**src/rtl/change_dispenser_if.sv**
```systemverilog
// change_dispenser_if: request strobes, hopper acks, solenoid drives and status of the change dispenser.
interface change_dispenser_if #(parameter int CNT_W = 3);
    logic [2:0]       change;
    logic             product;
    logic             vend_ack;
    logic             dime_ack;
    logic             nickel_ack;
    logic             vend_fire;
    logic             dime_fire;
    logic             nickel_fire;
    logic             busy;
    logic             fault;
    logic             err;
    logic [CNT_W-1:0] pend_dimes;
    logic [CNT_W-1:0] pend_nickels;
    modport master (
        output change, product, vend_ack, dime_ack, nickel_ack,
        input  vend_fire, dime_fire, nickel_fire, busy, fault, err, pend_dimes, pend_nickels
    );
    modport slave (
        input  change, product, vend_ack, dime_ack, nickel_ack,
        output vend_fire, dime_fire, nickel_fire, busy, fault, err, pend_dimes, pend_nickels
    );
endinterface

```
**src/rtl/change_dispenser.sv**
```systemverilog
// change_dispenser: queues product/change requests and fires the product, dime and nickel
// solenoids one at a time, waiting for each hopper ack with a timeout that latches a fault.
module change_dispenser #(
    parameter int PULSE_CYCLES   = 4,
    parameter int TIMEOUT_CYCLES = 64,
    parameter int CNT_W          = 3
) (
    input logic clk,
    input logic reset,
    change_dispenser_if.slave bus
);
    localparam int TMAX = (PULSE_CYCLES > TIMEOUT_CYCLES) ? PULSE_CYCLES : TIMEOUT_CYCLES;
    localparam int TW   = $clog2(TMAX + 1);

    typedef enum logic [1:0] {IDLE, FIRE, WAIT_ACK, FAULT} state_t;
    typedef enum logic [1:0] {SEL_V, SEL_D, SEL_N} sel_t;

    state_t           state;
    sel_t             sel;
    logic [TW-1:0]    timer;
    logic [1:0]       vend_pend;
    logic [CNT_W-1:0] dimes, nickels;
    logic             vend_fire, dime_fire, nickel_fire, fault, err;
    logic             add_n, bad, done, dec_v, dec_d, dec_n;
    logic [1:0]       add_d;
    logic [2:0]       sum_v;
    logic [CNT_W:0]   sum_d, sum_n;

    always_comb begin
        add_n = (bus.change == 3'd1) || (bus.change == 3'd3) || (bus.change == 3'd5);
        add_d = (bus.change == 3'd2 || bus.change == 3'd3) ? 2'd1 :
                (bus.change == 3'd4 || bus.change == 3'd5) ? 2'd2 : 2'd0;
        bad   = bus.change[2] & bus.change[1];
        dec_v = state == WAIT_ACK && sel == SEL_V && bus.vend_ack;
        dec_d = state == WAIT_ACK && sel == SEL_D && bus.dime_ack;
        dec_n = state == WAIT_ACK && sel == SEL_N && bus.nickel_ack;
        done  = dec_v | dec_d | dec_n;
        // Max add is 2 onto an all-ones count, so the carry bit alone flags overflow.
        sum_v = {1'b0, vend_pend} + {2'b0, bus.product} - {2'b0, dec_v};
        sum_d = {1'b0, dimes} + (CNT_W+1)'(add_d) - (CNT_W+1)'(dec_d);
        sum_n = {1'b0, nickels} + (CNT_W+1)'(add_n) - (CNT_W+1)'(dec_n);
    end

    always_ff @(posedge clk or posedge reset) begin
        if (reset) begin
            state       <= IDLE;
            sel         <= SEL_V;
            timer       <= '0;
            vend_pend   <= '0;
            dimes       <= '0;
            nickels     <= '0;
            vend_fire   <= 1'b0;
            dime_fire   <= 1'b0;
            nickel_fire <= 1'b0;
            fault       <= 1'b0;
            err         <= 1'b0;
        end else begin
            vend_pend <= sum_v[2] ? 2'd3 : sum_v[1:0];
            dimes     <= sum_d[CNT_W] ? '1 : sum_d[CNT_W-1:0];
            nickels   <= sum_n[CNT_W] ? '1 : sum_n[CNT_W-1:0];
            if (bad | sum_v[2] | sum_d[CNT_W] | sum_n[CNT_W])
                err <= 1'b1;
            case (state)
                IDLE: begin
                    timer <= TW'(1);
                    if (vend_pend != 0) begin
                        sel       <= SEL_V;
                        vend_fire <= 1'b1;
                        state     <= FIRE;
                    end else if (dimes != 0) begin
                        sel       <= SEL_D;
                        dime_fire <= 1'b1;
                        state     <= FIRE;
                    end else if (nickels != 0) begin
                        sel         <= SEL_N;
                        nickel_fire <= 1'b1;
                        state       <= FIRE;
                    end
                end
                FIRE: begin
                    if (timer == TW'(PULSE_CYCLES)) begin
                        vend_fire   <= 1'b0;
                        dime_fire   <= 1'b0;
                        nickel_fire <= 1'b0;
                        timer       <= TW'(1);
                        state       <= WAIT_ACK;
                    end else
                        timer <= timer + 1'b1;
                end
                WAIT_ACK: begin
                    if (done)
                        state <= IDLE;
                    else if (timer == TW'(TIMEOUT_CYCLES)) begin
                        fault <= 1'b1;
                        state <= FAULT;
                    end else
                        timer <= timer + 1'b1;
                end
                default: state <= FAULT;
            endcase
        end
    end

    assign bus.vend_fire    = vend_fire;
    assign bus.dime_fire    = dime_fire;
    assign bus.nickel_fire  = nickel_fire;
    assign bus.fault        = fault;
    assign bus.err          = err;
    assign bus.pend_dimes   = dimes;
    assign bus.pend_nickels = nickels;
    assign bus.busy         = state != IDLE || vend_pend != 0 || dimes != 0 || nickels != 0;
endmodule
```
**src/flat_wrapper.sv**
```systemverilog
// flat-port wrapper written by rule: the top's interface ports become plain ports
module change_dispenser_flat 
#(
    parameter int PULSE_CYCLES   = 4,
    parameter int TIMEOUT_CYCLES = 64,
    parameter int CNT_W          = 3
)
  (clk, reset, bus_change, bus_product, bus_vend_ack, bus_dime_ack, bus_nickel_ack, bus_vend_fire, bus_dime_fire, bus_nickel_fire, bus_busy, bus_fault, bus_err, bus_pend_dimes, bus_pend_nickels);
  change_dispenser_if #(.CNT_W(CNT_W)) bus_i ();
  input logic clk;
  input logic reset;
  input wire logic [$bits(bus_i.change)-1:0] bus_change;
  input wire logic [$bits(bus_i.product)-1:0] bus_product;
  input wire logic [$bits(bus_i.vend_ack)-1:0] bus_vend_ack;
  input wire logic [$bits(bus_i.dime_ack)-1:0] bus_dime_ack;
  input wire logic [$bits(bus_i.nickel_ack)-1:0] bus_nickel_ack;
  output wire logic [$bits(bus_i.vend_fire)-1:0] bus_vend_fire;
  output wire logic [$bits(bus_i.dime_fire)-1:0] bus_dime_fire;
  output wire logic [$bits(bus_i.nickel_fire)-1:0] bus_nickel_fire;
  output wire logic [$bits(bus_i.busy)-1:0] bus_busy;
  output wire logic [$bits(bus_i.fault)-1:0] bus_fault;
  output wire logic [$bits(bus_i.err)-1:0] bus_err;
  output wire logic [$bits(bus_i.pend_dimes)-1:0] bus_pend_dimes;
  output wire logic [$bits(bus_i.pend_nickels)-1:0] bus_pend_nickels;
  assign bus_i.change = bus_change;
  assign bus_i.product = bus_product;
  assign bus_i.vend_ack = bus_vend_ack;
  assign bus_i.dime_ack = bus_dime_ack;
  assign bus_i.nickel_ack = bus_nickel_ack;
  assign bus_vend_fire = bus_i.vend_fire;
  assign bus_dime_fire = bus_i.dime_fire;
  assign bus_nickel_fire = bus_i.nickel_fire;
  assign bus_busy = bus_i.busy;
  assign bus_fault = bus_i.fault;
  assign bus_err = bus_i.err;
  assign bus_pend_dimes = bus_i.pend_dimes;
  assign bus_pend_nickels = bus_i.pend_nickels;
  change_dispenser #(.PULSE_CYCLES(PULSE_CYCLES), .TIMEOUT_CYCLES(TIMEOUT_CYCLES), .CNT_W(CNT_W)) u_core (.clk(clk), .reset(reset), .bus(bus_i));
endmodule
```
**config.mk**
```make
export PLATFORM = sky130hd
export DESIGN_NAME = change_dispenser_flat
export DESIGN_NICKNAME = d
export VERILOG_FILES = /design/src/rtl/change_dispenser_if.sv /design/src/rtl/change_dispenser.sv /design/src/flat_wrapper.sv
export SDC_FILE = /design/constraint.sdc
export NUM_CORES = 1
export LEC_CHECK = 0
export CAP_MARGIN = 30
export CELL_PAD_IN_SITES_DETAIL_PLACEMENT = 1
export CELL_PAD_IN_SITES_GLOBAL_PLACEMENT = 1
export CORE_MARGIN = 1
export CORE_UTILIZATION = 35
export CTS_CLUSTER_SIZE = 20
export DETAILED_ROUTE_END_ITERATION = 6
export PLACE_DENSITY = 0.72
export SETUP_SLACK_MARGIN = 0.4
export SLEW_MARGIN = 10
export SYNTH_ARGS = -nofsm -noshare
export SYNTH_HDL_FRONTEND = slang
export SYNTH_SLANG_ARGS = --single-unit
```
**constraint.sdc**
```tcl
create_clock -name clk -period 2.7 [get_ports clk]
set_clock_uncertainty 0.1 [all_clocks]
set_input_delay 0.54 -clock clk [delete_from_list [all_inputs] [get_ports clk]]
set_output_delay 0.54 -clock clk [all_outputs]
set_load 0.01 [all_outputs]
```
== Yosys cells after proc, flatten, opt, wreduce, memory -nomap -nowiden ==
Index checks and enable logic that the tools add are counted.

* Equal/unequal tests: 21
* Add/sub/neg operators: 7
* Reductions and logical operators: 29
* Bitwise logic cells: 7
* Multiplexer cells: 29

{| class="wikitable"
|+ Operators by type and width
! operator !! count
|-
| two-way mux 2 bit || 12
|-
| two-way mux 7 bit || 3
|-
| one-hot mux 7 bit (3 select lines) || 1
|-
| AND reduction 3 bit || 4
|-
| nonzero test 3 bit || 4
|-
| != test 2 x 1 -> 1 bit, second input constant || 4
|-
| != test 2 bit, second input constant || 4
|-
| subtractor 4 x 1 -> 4 bit || 2
|-
| adder 7 x 1 -> 7 bit, second input constant || 1
|-
| equality test 7 x 3 -> 1 bit, second input constant || 1
|-
| equality test 7 bit, second input constant || 1
|-
| logical OR 1 bit || 7
|-
| two-way mux 1 bit || 7
|-
| equality test 3 x 2 -> 1 bit, second input constant || 2
|-
| equality test 3 bit, second input constant || 2
|-
| logical AND 1 bit || 6
|-
| two-way mux 3 bit || 2
|-
| one-hot mux 1 bit (2 select lines) || 3
|-
| one-hot mux 2 bit (3 select lines) || 1
|-
| nonzero test 2 bit || 3
|-
| OR 1 bit || 5
|-
| AND reduction 5 bit || 1
|-
| adder 3 x 1 -> 4 bit || 1
|-
| adder 3 x 2 -> 4 bit || 1
|-
| 12 further kinds || 15
|}

* Output and inout port bits: 12
* Input port bits: 9
* Flip-flop bits (word level): 24
* Word-level logic and storage cells: 104

== Longest topological paths before layout ==
Gate-level depths: netlist of the first run.

* Word-level depth: 8
* Mapped depth: 11
* Depth with buffers taken out: 10

== Worst setup path after synthesis of the first run ==
No wires, ideal clock.

* Path type: reg-to-reg
* From: register u_core.state[0]
* To: register u_core.err (netlist: u_core.bus.err)
* Setup slack: 0.289 ns
* Data arrival time: 2.170 ns
* Library setup time: 0.141 ns
* Data required time: 2.459 ns
* Clock period less this slack: 2.411 ns
* Buffers on the path: 1
* Cell stages (with the launch flop): 12
* Cells stage by stage: dfrtp_1 > inv_1 > ha_1 > buf_2 > and4bb_2 > ha_1 > inv_1 > ha_1 > inv_1 > fa_1 > xnor2_1 > nand4_1

* Word-level cells in the longest chain between the ends: 7
* Elaborated cells on any way between the ends: 13
* Those cells by class: add/sub (3); eq/ne (1); bitwise (3); reduce/logical (6)

{| class="wikitable"
|+ Ends and longest elaborated chain
! element !! RTL line !! text
|-
| from (decl) || change_dispenser.sv:18 || <nowiki>state_t state;</nowiki>
|-
| from (signal assigned) || change_dispenser.sv:46 || <nowiki>state <= IDLE;</nowiki>
|-
| from (signal assigned) || change_dispenser.sv:69 || <nowiki>state <= FIRE;</nowiki>
|-
| from (signal assigned) || change_dispenser.sv:73 || <nowiki>state <= FIRE;</nowiki>
|-
| equality test 2 bit * || change_dispenser.sv:34, change_dispenser.sv:35, change_dispenser.sv:36 ||
|-
| logical AND 1 bit (2 in a row) || change_dispenser.sv:34 || <nowiki>dec_v = state == WAIT_ACK && sel == SEL_V && bus.vend_ack;</nowiki>
|-
| subtractor 3 x 1 -> 3 bit || change_dispenser.sv:39 || <nowiki>sum_v = {1'b0, vend_pend} + {2'b0, bus.product} - {2'b0, dec_v};</nowiki>
|-
| OR 1 bit (2 in a row) || change_dispenser.sv:61 || <nowiki>if (bad | sum_v[2] | sum_d[CNT_W] | sum_n[CNT_W])</nowiki>
|-
| OR 1 bit * || change_dispenser.sv:61 ||
|-
| to (signal assigned) || change_dispenser.sv:56 || <nowiki>err <= 1'b0;</nowiki>
|-
| to (signal assigned) || change_dispenser.sv:62 || <nowiki>err <= 1'b1;</nowiki>
|-
| to (decl) || change_dispenser.sv:23 || <nowiki>logic vend_fire, dime_fire, nickel_fire, fault, err;</nowiki>
|}

Mark *: on every way between the ends. The rest lies on a longest branch, timed or not.
A chain may end at the register's enable or synchronous reset.

== Final worst setup path of the first run ==
Same ends and word-level chain as after synthesis.

==> results.json, run 1 <==
{
  "clock-sinks": 24,
  "cp_max_fo": 4,
  "tritoncts": "done",
  "dp_slack_ns": -0.0493,
  "synth_top_area_share_pct": 36.0,
  "gr-total-overflow": 0,
  "slew_viol_final": 0,
  "gp_congestion": 0.801,
  "postLayoutSetupSlackWorst_ns": 0.439,
  "ctsHoldBuffers": 0,
  "worstHoldPathType": "flip-flop to flip-flop",
  "violations": "DRC",
  "synthTopCellsByArea": "dfrtp_1 (36%), ha_1 (13%), inv_1 (5.9%), fa_1 (3.6%), nand4_1 (3.0%)",
  "worstReg2RegStart": "u_core.state[0]$_DFFE_PP0P_",
  "cp-end-kind": "flip-flop",
  "wl_per_cell_um": 17.6,
  "rsz0062_at_grt": "true",
  "min_from": "u_core.bus.fault$_DFFE_PP0P_",
  "synth_fp_nets": 196,
  "crit_family": "adder cells",
  "synthCells": 167,
  "yosysUniqueCellTypes": 43,
  "antenna_found_initial": 0,
  "yosysWarningCount": 0,
  "nFillCells": 512,
  "post_dp_cell_area_um2": 1980,
  "fp-row-count": 24,
  "grt_usage_pct": 18.5,
  "grt_pass1_wl_mm": 7.26,
  "vias": 1409,
  "clockBufferDepth": 2,
  "final_common_cell": "dfrtp_1",
  "grt_pass1_vias": 1495,
  "totalWireLength_mm": 4.46,
  "reg2reg_slack_ns": 0.44,
  "fmax_mhz": 442,
  "dieHeight_um": 71.0,
  "setup_viol": 0,
  "drtPass1Iterations": 6,
  "setup.worst_path.start_class": "flip-flop",
  "worst_pin_slew_ns": 0.506,
  "avgSynthCellArea_um2": 9.99,
  "clk_pin_slew_ns": 0.09,
  "worstHoldPathCells": 1,
  "nets": 232,
  "p_leak_uw": 0.000981,
  "max_stage_delay_ns": 0.40,
  "dp_hpwl_mm": 3.19,
  "worstSkewPairLatency_ns": 0.27,
  "min_period_ns": 2.26,
  "finalHoldViolCount": 0,
  "port_buffers": 20,
  "grt_max_degree": 25,
  "stdcell_area_um2": 2210,
  "max_slew_margin_pct": 66.2,
  "ys_ff_latch": 24,
  "worst_path_max_delay_cell": "dfrtp_1",
  "core_area_um2": 4470,
  "maxCapViolCount": 0,
  "ant_nets": 0,
  "drive_gt1_share_pct": 24.8,
  "drcViolationCount": 1,
  "initial_core_util_pct": 37.3,
  "cp.arrival_ns": 2.30,
  "syn-cell-area_um2": 1670,
  "ys_seq_area_share_pct": 36.0,
  "min_to": "u_core.bus.fault$_DFFE_PP0P_",
  "drt_iter0_markers": 62,
  "outcome": "complete, but fails checks",
  "period_share_pct": 83.7,
  "powerDensity_nw_per_um2": 579,
  "multi_input_area_um2": 1090,
  "dieArea_um2": 5050,
  "cts_max_level": 1,
  "ioPinCount": 21,
  "seq_area_um2": 601,
  "cts_made_buffers": 3,
  "vias_per_cell": 5.55,
  "ctsRootBufferMaster": "clkbuf_8",
  "rr_endpoint": "u_core.bus.err$_DFFE_PP0P_",
  "path_cells": "inv_2 -> ha_4 -> and4bb_4 -> ha_4 -> inv_2 -> ha_4 -> inv_2 -> fa_2 -> xnor2_2 -> nand4_1",
  "path_buf_inv": 3,
  "most-common-layout-cells": "dfrtp_1 (24), inv_1 (21), clkdlybuf4s50_1 (14), buf_4 (14), nand2_1 (11)",
  "irDropWorstVdd_uv": 285,
  "yosysTopAreaCell": "dfrtp_1",
  "crit_type": "flip-flop to flip-flop",
  "crit_required_ns": 2.74,
  "syn2layout_area_growth_pct": 32.8,
  "antenna_cells": 0,
  "die_w_um": 71.0,
  "rr_worst_depth": 10
}
## layer usage
layer	up-vias	track usage, %	share of wire [%]	wire length (um)
met2	27	34.4	53	2360
met1	714	22.7	44	1950
met4	0	3.33	0.47	21
li1	664	-	-	-
met5	-	0	0	0
met3	4	2.71	2.9	130
## sequential cells by signal (all words and copies together) (netlist names)
register and cells:
u_core.vend_pend 2, u_core.timer 7, u_core.bus.nickel_fire 1, u_core.bus.pend_nickels 3, u_core.bus.dime_fire 1, u_core.bus.fault 1, u_core.sel 2, u_core.bus.vend_fire 1
u_core.bus.pend_dimes 3, u_core.bus.err 1, u_core.state 2
## Yosys cell counts
cell type / instances
inv_1: 26
dfrtp_1: 24
ha_1: 17
nand2_1: 11
nand4_1: 8
a21oi_1: 7
nand2b_1: 5
nor3_1: 5
a22o_1: 4
nand3_1: 4
nor2_1: 4
o221ai_1: 4
xnor2_1: 4
a21o_1: 3
and3_1: 3
fa_1: 3
o21ai_0: 3
a21boi_0: 2
and4b_1: 2
mux2_2: 2
mux2i_1: 2
nor3b_1: 2
or3_1: 2
a2bb2oi_2: 1
a311o_1: 1
a41o_1: 1
and2_1: 1
and4b_4: 1
and4bb_2: 1
buf_2: 1
buf_6: 1
clkbuf_1: 1
nand3b_1: 1
nand4_4: 1
nor2b_1: 1
nor4_4: 1
nor4b_4: 1
o211a_1: 1
o211ai_1: 1
o21ai_1: 1
o21bai_1: 1
o22ai_1: 1
xor2_1: 1
## metrics by stage
step / hold slack [ns] / setup TNS, ns / std cells / power [uW] / utilization (%)
global route: 0.413 / 0 / 254 / 1380 / 49.5
detailed placement: 0.370 / -0.113 / 242 / 975 / 44.4
global placement: 0.360 / 0 / 242 / 930 / 44.4
floorplan: 0.413 / 0 / 167 / 787 / -
CTS: 0.395 / 0 / 250 / 1280 / 48.1
finish: 0.392 / 0 / 254 / 1280 / 49.5
## cell type report
type | instances | area share, %
Tap cell | 52 | 2.94
Sequential cell | 24 | 27.1
Timing Repair Buffer | 34 | 13.6
Multi-Input combinational cell | 114 | 49.4
Inverter | 26 | 4.41
Clock buffer | 4 | 2.49
## logic make-up (layout without fill, tap and decap cells)
logic type | count (synthesis) | after routing | share of synthesized area (%)
DFF | 24 | 24 | 36.0
xor gates and xnor gates | 5 | 5 | 2.63
buffers and inverters | 29 | 64 | 7.05
muxes | 4 | 4 | 2.55
and+or+nand+nor | 54 | 54 | 21.7
adders and majority gates | 20 | 20 | 16.4
AOI/OAI and AO/OA | 31 | 31 | 13.7
## worst register-to-register path, cell delays in order (launching register included)
cell,delay (ns)
dfrtp_1,0.40
inv_2,0.08
ha_4,0.15
and4bb_4,0.29
ha_4,0.22
inv_2,0.06
ha_4,0.12
inv_2,0.03
fa_2,0.36
xnor2_2,0.20
nand4_1,0.12
## power by group
| part | internal (uW) | switching [uW] | total, uW |
|---|---|---|---|
| sequential | 408 | 66.9 | 475 |
| clock | 130 | 122 | 252 |
| combinational | 278 | 279 | 556 |
## worst max path at each step
stage,startpoint,to,cells past startpoint
after floorplan,u_core.state[0]$_DFFE_PP0P_,u_core.bus.pend_nickels[2]$_DFF_PP0_,11
after global placement,bus_vend_ack,u_core.bus.err$_DFFE_PP0P_,9
after detailed placement,bus_dime_ack,u_core.bus.err$_DFFE_PP0P_,9
after CTS,u_core.state[0]$_DFFE_PP0P_,u_core.bus.err$_DFFE_PP0P_,10
after global routing,u_core.state[0]$_DFFE_PP0P_,u_core.bus.err$_DFFE_PP0P_,10
final,u_core.state[0]$_DFFE_PP0P_,u_core.bus.err$_DFFE_PP0P_,10
## timing repair
item / CTS / global route
resized for setup: 22 / 7
setup buffers: 4 / 4
setup endpoints to repair: 10 / 11
hold endpoints to repair: 0 / 0
pin swaps: 14 / 8
cloned: 0 / 0
(Power assumes the default switching activity.)
==> inputs of run 2 (changes only) <==
==> constraint.sdc (replaced) <==
create_clock -name clk -period 2.1 [get_ports clk]
set_clock_uncertainty 0.1 [all_clocks]
set_input_delay 0.42 -clock clk [delete_from_list [all_inputs] [get_ports clk]]
set_output_delay 0.42 -clock clk [all_outputs]
set_load 0.01 [all_outputs]
==> run 2 against run 1 <==
  * The flow finishes with violations (setup timing)
  * Global-route usage increased by 3.4 points
  * First-iteration DRC count decreased by 1.6%
  * Register-to-register slack got worse by 0.56 ns
  * Combinational power increased by 48%
  * Wire length increased by 13%
  * Sequential share of layout area decreased by 3.9 points
  * Final cell count increased by 13%
  * Flip-flop and latch count unchanged
  * Largest cell class unchanged
==> results.json, run 2 (same netlist as run 1, synthesis figures left out) <==
{
  "seq_area_um2": 601,
  "worstHoldPathCells": 1,
  "core_area_um2": 4470,
  "antenna_cells": 0,
  "vias_per_cell": 5.31,
  "cts_made_buffers": 3,
  "drcViolationCount": 0,
  "crit_type": "flip-flop to flip-flop",
  "syn2layout_area_growth_pct": 55.3,
  "tritoncts": "done",
  "die_w_um": 71.0,
  "swShare_pct": 36.5,
  "crit_required_ns": 2.14,
  "dp_slack_ns": -0.438,
  "worstSkewPairLatency_ns": 0.27,
  "gp_congestion": 0.915,
  "irDropWorstVdd_uv": 496,
  "finalHoldViolCount": 0,
  "rsz0062_at_grt": "true",
  "max_slew_margin_pct": 68.3,
  "dp_hpwl_mm": 3.59,
  "grt_pass1_wl_mm": 8.45,
  "p_leak_uw": 0.00117,
  "gr-total-overflow": 0,
  "grtUsageMet2_pct": 41.0,
  "vias": 1524,
  "setup_viol": 13,
  "antenna_found_initial": 0,
  "worstHoldPathType": "flip-flop to flip-flop",
  "drtPass1Iterations": 4,
  "nets": 266,
  "postLayoutSetupSlackWorst_ns": -0.124,
  "cts_max_level": 1,
  "powerDensity_nw_per_um2": 646,
  "outcome": "complete, but fails checks",
  "grt_pass1_vias": 1686,
  "max_flop_register": "u_core.timer",
  "period_share_pct": 106,
  "nFillCells": 494,
  "drt_iter0_markers": 61,
  "pwr-share-comb_pct": 49.2,
  "min_period_ns": 2.22,
  "port_buffers": 20,
  "dieArea_um2": 5050,
  "grt-busiest-layer": "met2",
  "ctsRootBufferMaster": "clkbuf_8",
  "cp-end-kind": "flip-flop",
  "largest_reg_flops": 7,
  "ioPinCount": 21,
  "seqPwrFrac_pct": 33.7,
  "clk_pin_slew_ns": 0.09,
  "clock-sinks": 24,
  "most-common-layout-cells": "buf_4 (39), dfrtp_1 (24), inv_1 (13), ha_4 (12)",
  "dieHeight_um": 71.0,
  "clkPwrFrac_pct": 17.1,
  "p_sw_uw": 611,
  "cp.arrival_ns": 2.26,
  "final_common_cell": "buf_4",
  "multi_input_area_um2": 1190,
  "setup.worst_path.start_class": "flip-flop",
  "p_int_uw": 1060,
  "gr-usage-met3_pct": 2.56,
  "drive_gt1_share_pct": 43.8,
  "grt_max_degree": 25,
  "fp-row-count": 24,
  "totalWireLength_mm": 5.05,
  "utilization_pct": 57.9,
  "rr_worst_depth": 10,
  "slew_viol_final": 0,
  "initial_core_util_pct": 37.3,
  "fmax_mhz": 450,
  "holdWs_ns": 0.381,
  "ant_nets": 0,
  "maxCapViolCount": 0,
  "clockBufferDepth": 2,
  "grt_use_met1_pct": 26.8,
  "worst_pin_slew_ns": 0.474,
  "cp_max_fo": 4,
  "wl_per_cell_um": 17.6,
  "setup_tns_ns": -0.784,
  "violations": "setup timing",
  "grt_usage_pct": 21.9
}
run 2: cell types whose count changed in the layout (fill, tap and decap cells not counted), moves of 3 or more:
cell and change:
ha_1 -4, o221ai_2 +3, dlygate4sd2_1 +6, ha_4 +5, inv_2 +4, clkdlybuf4s50_1 -7
buf_4 +25, buf_6 +9, inv_4 +3, o221ai_1 -4, inv_1 -8
run 2: critical path, stage by stage, from the launching register on:
cell	delay, ns
dfrtp_1	0.40
inv_2	0.08
ha_4	0.16
and4bb_2	0.27
ha_4	0.21
inv_2	0.06
ha_4	0.12
inv_2	0.03
fa_2	0.34
xnor2_2	0.19
nand4_1	0.12
run 2: worst paths after layout:
check                                          endpoint                         start  slack (ns)
hold reg to reg            u_core.bus.fault$_DFFE_PP0P_  u_core.bus.fault$_DFFE_PP0P_        0.38
max in group asynchronous   u_core.timer[1]$_DFFE_PP0P_                         reset        1.24
hold / removal             u_core.bus.fault$_DFFE_PP0P_  u_core.bus.fault$_DFFE_PP0P_        0.38
setup / recovery             u_core.bus.err$_DFFE_PP0P_   u_core.state[0]$_DFFE_PP0P_       -0.12
min in group asynchronous   u_core.state[1]$_DFFE_PP0P_                         reset        0.40
setup reg to reg             u_core.bus.err$_DFFE_PP0P_   u_core.state[0]$_DFFE_PP0P_       -0.12
run 2: cell type report:
class / count / area share (%)
Clock buffer: 3 / 1.59
Sequential cell: 24 / 23.2
Timing Repair Buffer: 68 / 22.3
Inverter: 26 / 4.25
Tap cell: 52 / 2.51
Multi-Input combinational cell: 114 / 46.1
run 2: timing repair:
item                                   CTS  global route
pin swaps                               14            15
setup endpoints to repair               32            23
resized for setup                       46             8
buffers inserted                        11             7
endpoints found under the hold margin    0             0
hold buffers                             0             0
run 2: layer usage:
metal / vias up / routed length (um) / share of wire, %
li1: 735 / - / -
met1: 767 / 2170 / 43
met2: 18 / 2750 / 54
met3: 4 / 87 / 1.7
met4: 0 / 42 / 0.83
met5: - / 0 / 0
run 2: through the flow:
step | area [um2] | total power, uW | std cells
global placement | 2280 | 1350 | 266
global route | 2590 | 1810 | 287
finish | 2590 | 1670 | 287
CTS | 2500 | 1700 | 280
floorplan | 1810 | 1090 | 167
detailed placement | 2280 | 1410 | 266
run 2: power by group through the flow:
stage	Clock [uW]	Sequential, uW	Combinational, uW
floorplan	0	616	472
global placement	0	570	782
detailed placement	0	575	837
CTS	298	565	834
global route	309	573	924
finish	286	564	822
==> inputs of run 3 (changes only) <==
--- a/config.mk
+++ b/config.mk
@@ -12,7 +12,7 @@
 export CORE_UTILIZATION = 35
 export CTS_CLUSTER_SIZE = 20
 export DETAILED_ROUTE_END_ITERATION = 6
-export PLACE_DENSITY = 0.72
+export PLACE_DENSITY_LB_ADDON = 0.1
 export SETUP_SLACK_MARGIN = 0.4
 export SLEW_MARGIN = 10
 export SYNTH_ARGS = -nofsm -noshare
==> run 3 against run 2 <==
  * The flow finishes with violations (DRC, setup timing)
  * Register-to-register slack better by 0.05 ns
  * Sequential share of layout area up 0.11 points
  * Sequential power increased by 2%
  * Via count down 1.4%
  * First-iteration DRC count grew 36%
  * Setup slack better by 0.048 ns
  * Critical path depth down 1
  * Combinational power barely moved
  * Global-route usage shrank 2.1 points
  * Clock-buffer cell count did not move
==> results.json, run 3 (same netlist as run 1, synthesis figures left out) <==
{
  "max_slew_margin_pct": 68.0,
  "drt_iter0_markers": 83,
  "finalHoldViolCount": 0,
  "dieArea_um2": 5050,
  "path_cells": "clkdlybuf4s50_1 -> and4bb_2 -> ha_4 -> inv_2 -> ha_4 -> inv_2 -> fa_2 -> xnor2_2 -> nand4_1",
  "rr_worst_depth": 10,
  "vias_per_cell": 5.27,
  "worstSkewPairLatency_ns": 0.27,
  "gr-total-overflow": 0,
  "nets": 264,
  "setup_viol": 9,
  "postLayoutSetupSlackWorst_ns": -0.0763,
  "maxCapViolCount": 0,
  "seq_area_um2": 601,
  "max_stage_delay_ns": 0.47,
  "cts_made_buffers": 3,
  "power_uw": 1680,
  "crit_required_ns": 2.14,
  "worst_path_max_delay_cell": "clkdlybuf4s50_1",
  "cts_max_level": 1,
  "gp_congestion": 0.795,
  "stdcell_area_um2": 2580,
  "period_share_pct": 104,
  "clk_pin_slew_ns": 0.09,
  "port_buffers": 20,
  "initial_core_util_pct": 37.3,
  "multi_input_area_um2": 1210,
  "tritoncts": "done",
  "die_w_um": 71.0,
  "dp_hpwl_mm": 3.47,
  "fp-row-count": 24,
  "totalWireLength_mm": 4.68,
  "startpoint": "bus_vend_ack",
  "clock-sinks": 24,
  "final_common_cell": "buf_4",
  "ant_nets": 0,
  "post_dp_cell_area_um2": 2290,
  "antenna_found_initial": 0,
  "max_flop_register": "u_core.timer",
  "grt_pass1_vias": 1604,
  "worstReg2RegStart": "u_core.state[0]$_DFFE_PP0P_",
  "grt_pass1_wl_mm": 7.78,
  "clockBufferDepth": 2,
  "syn2layout_area_growth_pct": 54.5,
  "largest_reg_flops": 7,
  "reg2reg_slack_ns": -0.07,
  "p_leak_uw": 0.00117,
  "violations": "DRC, setup timing",
  "powerDensity_nw_per_um2": 650,
  "setup.worst_path.start_class": "primary input",
  "slew_viol_final": 0,
  "crit_family": "adder cells",
  "worstHoldPathType": "flip-flop to flip-flop",
  "path_buf_inv": 3,
  "wl_per_cell_um": 16.4,
  "drive_gt1_share_pct": 45.1,
  "drtPass1Iterations": 7,
  "cp_max_fo": 3,
  "fmax_mhz": 459,
  "path_depth": 9,
  "dieHeight_um": 71.0,
  "rr_endpoint": "u_core.bus.err$_DFFE_PP0P_",
  "min_period_ns": 2.18,
  "irDropWorstVdd_uv": 474,
  "cp-end-kind": "flip-flop",
  "antenna_cells": 0,
  "vias": 1503,
  "crit_path_end": "u_core.bus.err$_DFFE_PP0P_",
  "ctsRootBufferMaster": "clkbuf_8",
  "core_area_um2": 4470,
  "nFillCells": 505,
  "ioPinCount": 21,
  "outcome": "complete, but fails checks",
  "most-common-layout-cells": "buf_4 (40), dfrtp_1 (24), inv_1 (13), inv_2 (12), ha_4 (12)",
  "worst_pin_slew_ns": 0.478,
  "drcViolationCount": 1,
  "grt_max_degree": 25,
  "dp_slack_ns": -0.413,
  "rsz0062_at_grt": "true",
  "grt_usage_pct": 19.8,
  "crit_type": "primary input to flip-flop",
  "cp.arrival_ns": 2.22
}
==> run 3: metal layers <==
layer	track usage, %	part of all wire [%]	vias up
met1	24.4	42	738
li1	-	-	728
met5	0	0	-
met2	36.0	52	28
met3	2.28	3.2	9
met4	6.22	2.4	0
==> run 3: worst reg2reg max path: cells and delay by family (launching register included) <==
kind | cells | cell delay [ns]
adders and majority gates | 4 | 0.81
DFF | 1 | 0.40
and+or+nand+nor | 2 | 0.39
xor gates and xnor gates | 1 | 0.18
buffers and inverters | 3 | 0.17
==> run 3: stage by stage <==
step	setup TNS (ns)	hold slack (ns)	cells	utilization [%]
4_1_cts	-0.391	0.399	279	55.7
5_1_grt	-1.47	0.422	285	57.6
3_5_place_dp	-3.98	0.378	268	51.2
6_report	-0.332	0.389	285	57.6
2_1_floorplan	-0.549	0.335	167	-
3_3_place_gp	-3.20	0.360	268	51.2
==> run 3: repair_timing <==
item,CTS,global route
endpoints found under the hold margin,0,0
hold buffers,0,0
endpoints found under the setup margin,32,23
buffers inserted,8,6
gates resized for setup,44,9
pin swaps,19,11
==> run 3: how the worst min path moves through the flow <==
stage                                 startpoint                          endpoint  slack, ns  cells past startpoint
finish              u_core.bus.fault$_DFFE_PP0P_      u_core.bus.fault$_DFFE_PP0P_       0.39                      1
global route        u_core.bus.fault$_DFFE_PP0P_      u_core.bus.fault$_DFFE_PP0P_       0.42                      1
CTS                 u_core.bus.fault$_DFFE_PP0P_      u_core.bus.fault$_DFFE_PP0P_       0.40                      1
detailed placement  u_core.bus.fault$_DFFE_PP0P_      u_core.bus.fault$_DFFE_PP0P_       0.38                      1
global placement    u_core.bus.fault$_DFFE_PP0P_      u_core.bus.fault$_DFFE_PP0P_       0.36                      1
floorplan                                  reset  u_core.bus.dime_fire$_DFFE_PP0P_       0.33                      1
==> run 3: cell type report <==
cell class | count | share of cell area [%]
Multi-Input combinational cell | 114 | 47.1
Inverter | 26 | 3.88
Timing Repair Buffer | 66 | 21.6
Tap cell | 52 | 2.52
Clock buffer | 3 | 1.60
Sequential cell | 24 | 23.3
==> run 3: where the power goes <==
part	internal, uW	switching, uW	total (uW)
Clock	128	154	282
Combinational	412	407	819
Sequential	525	49.3	574
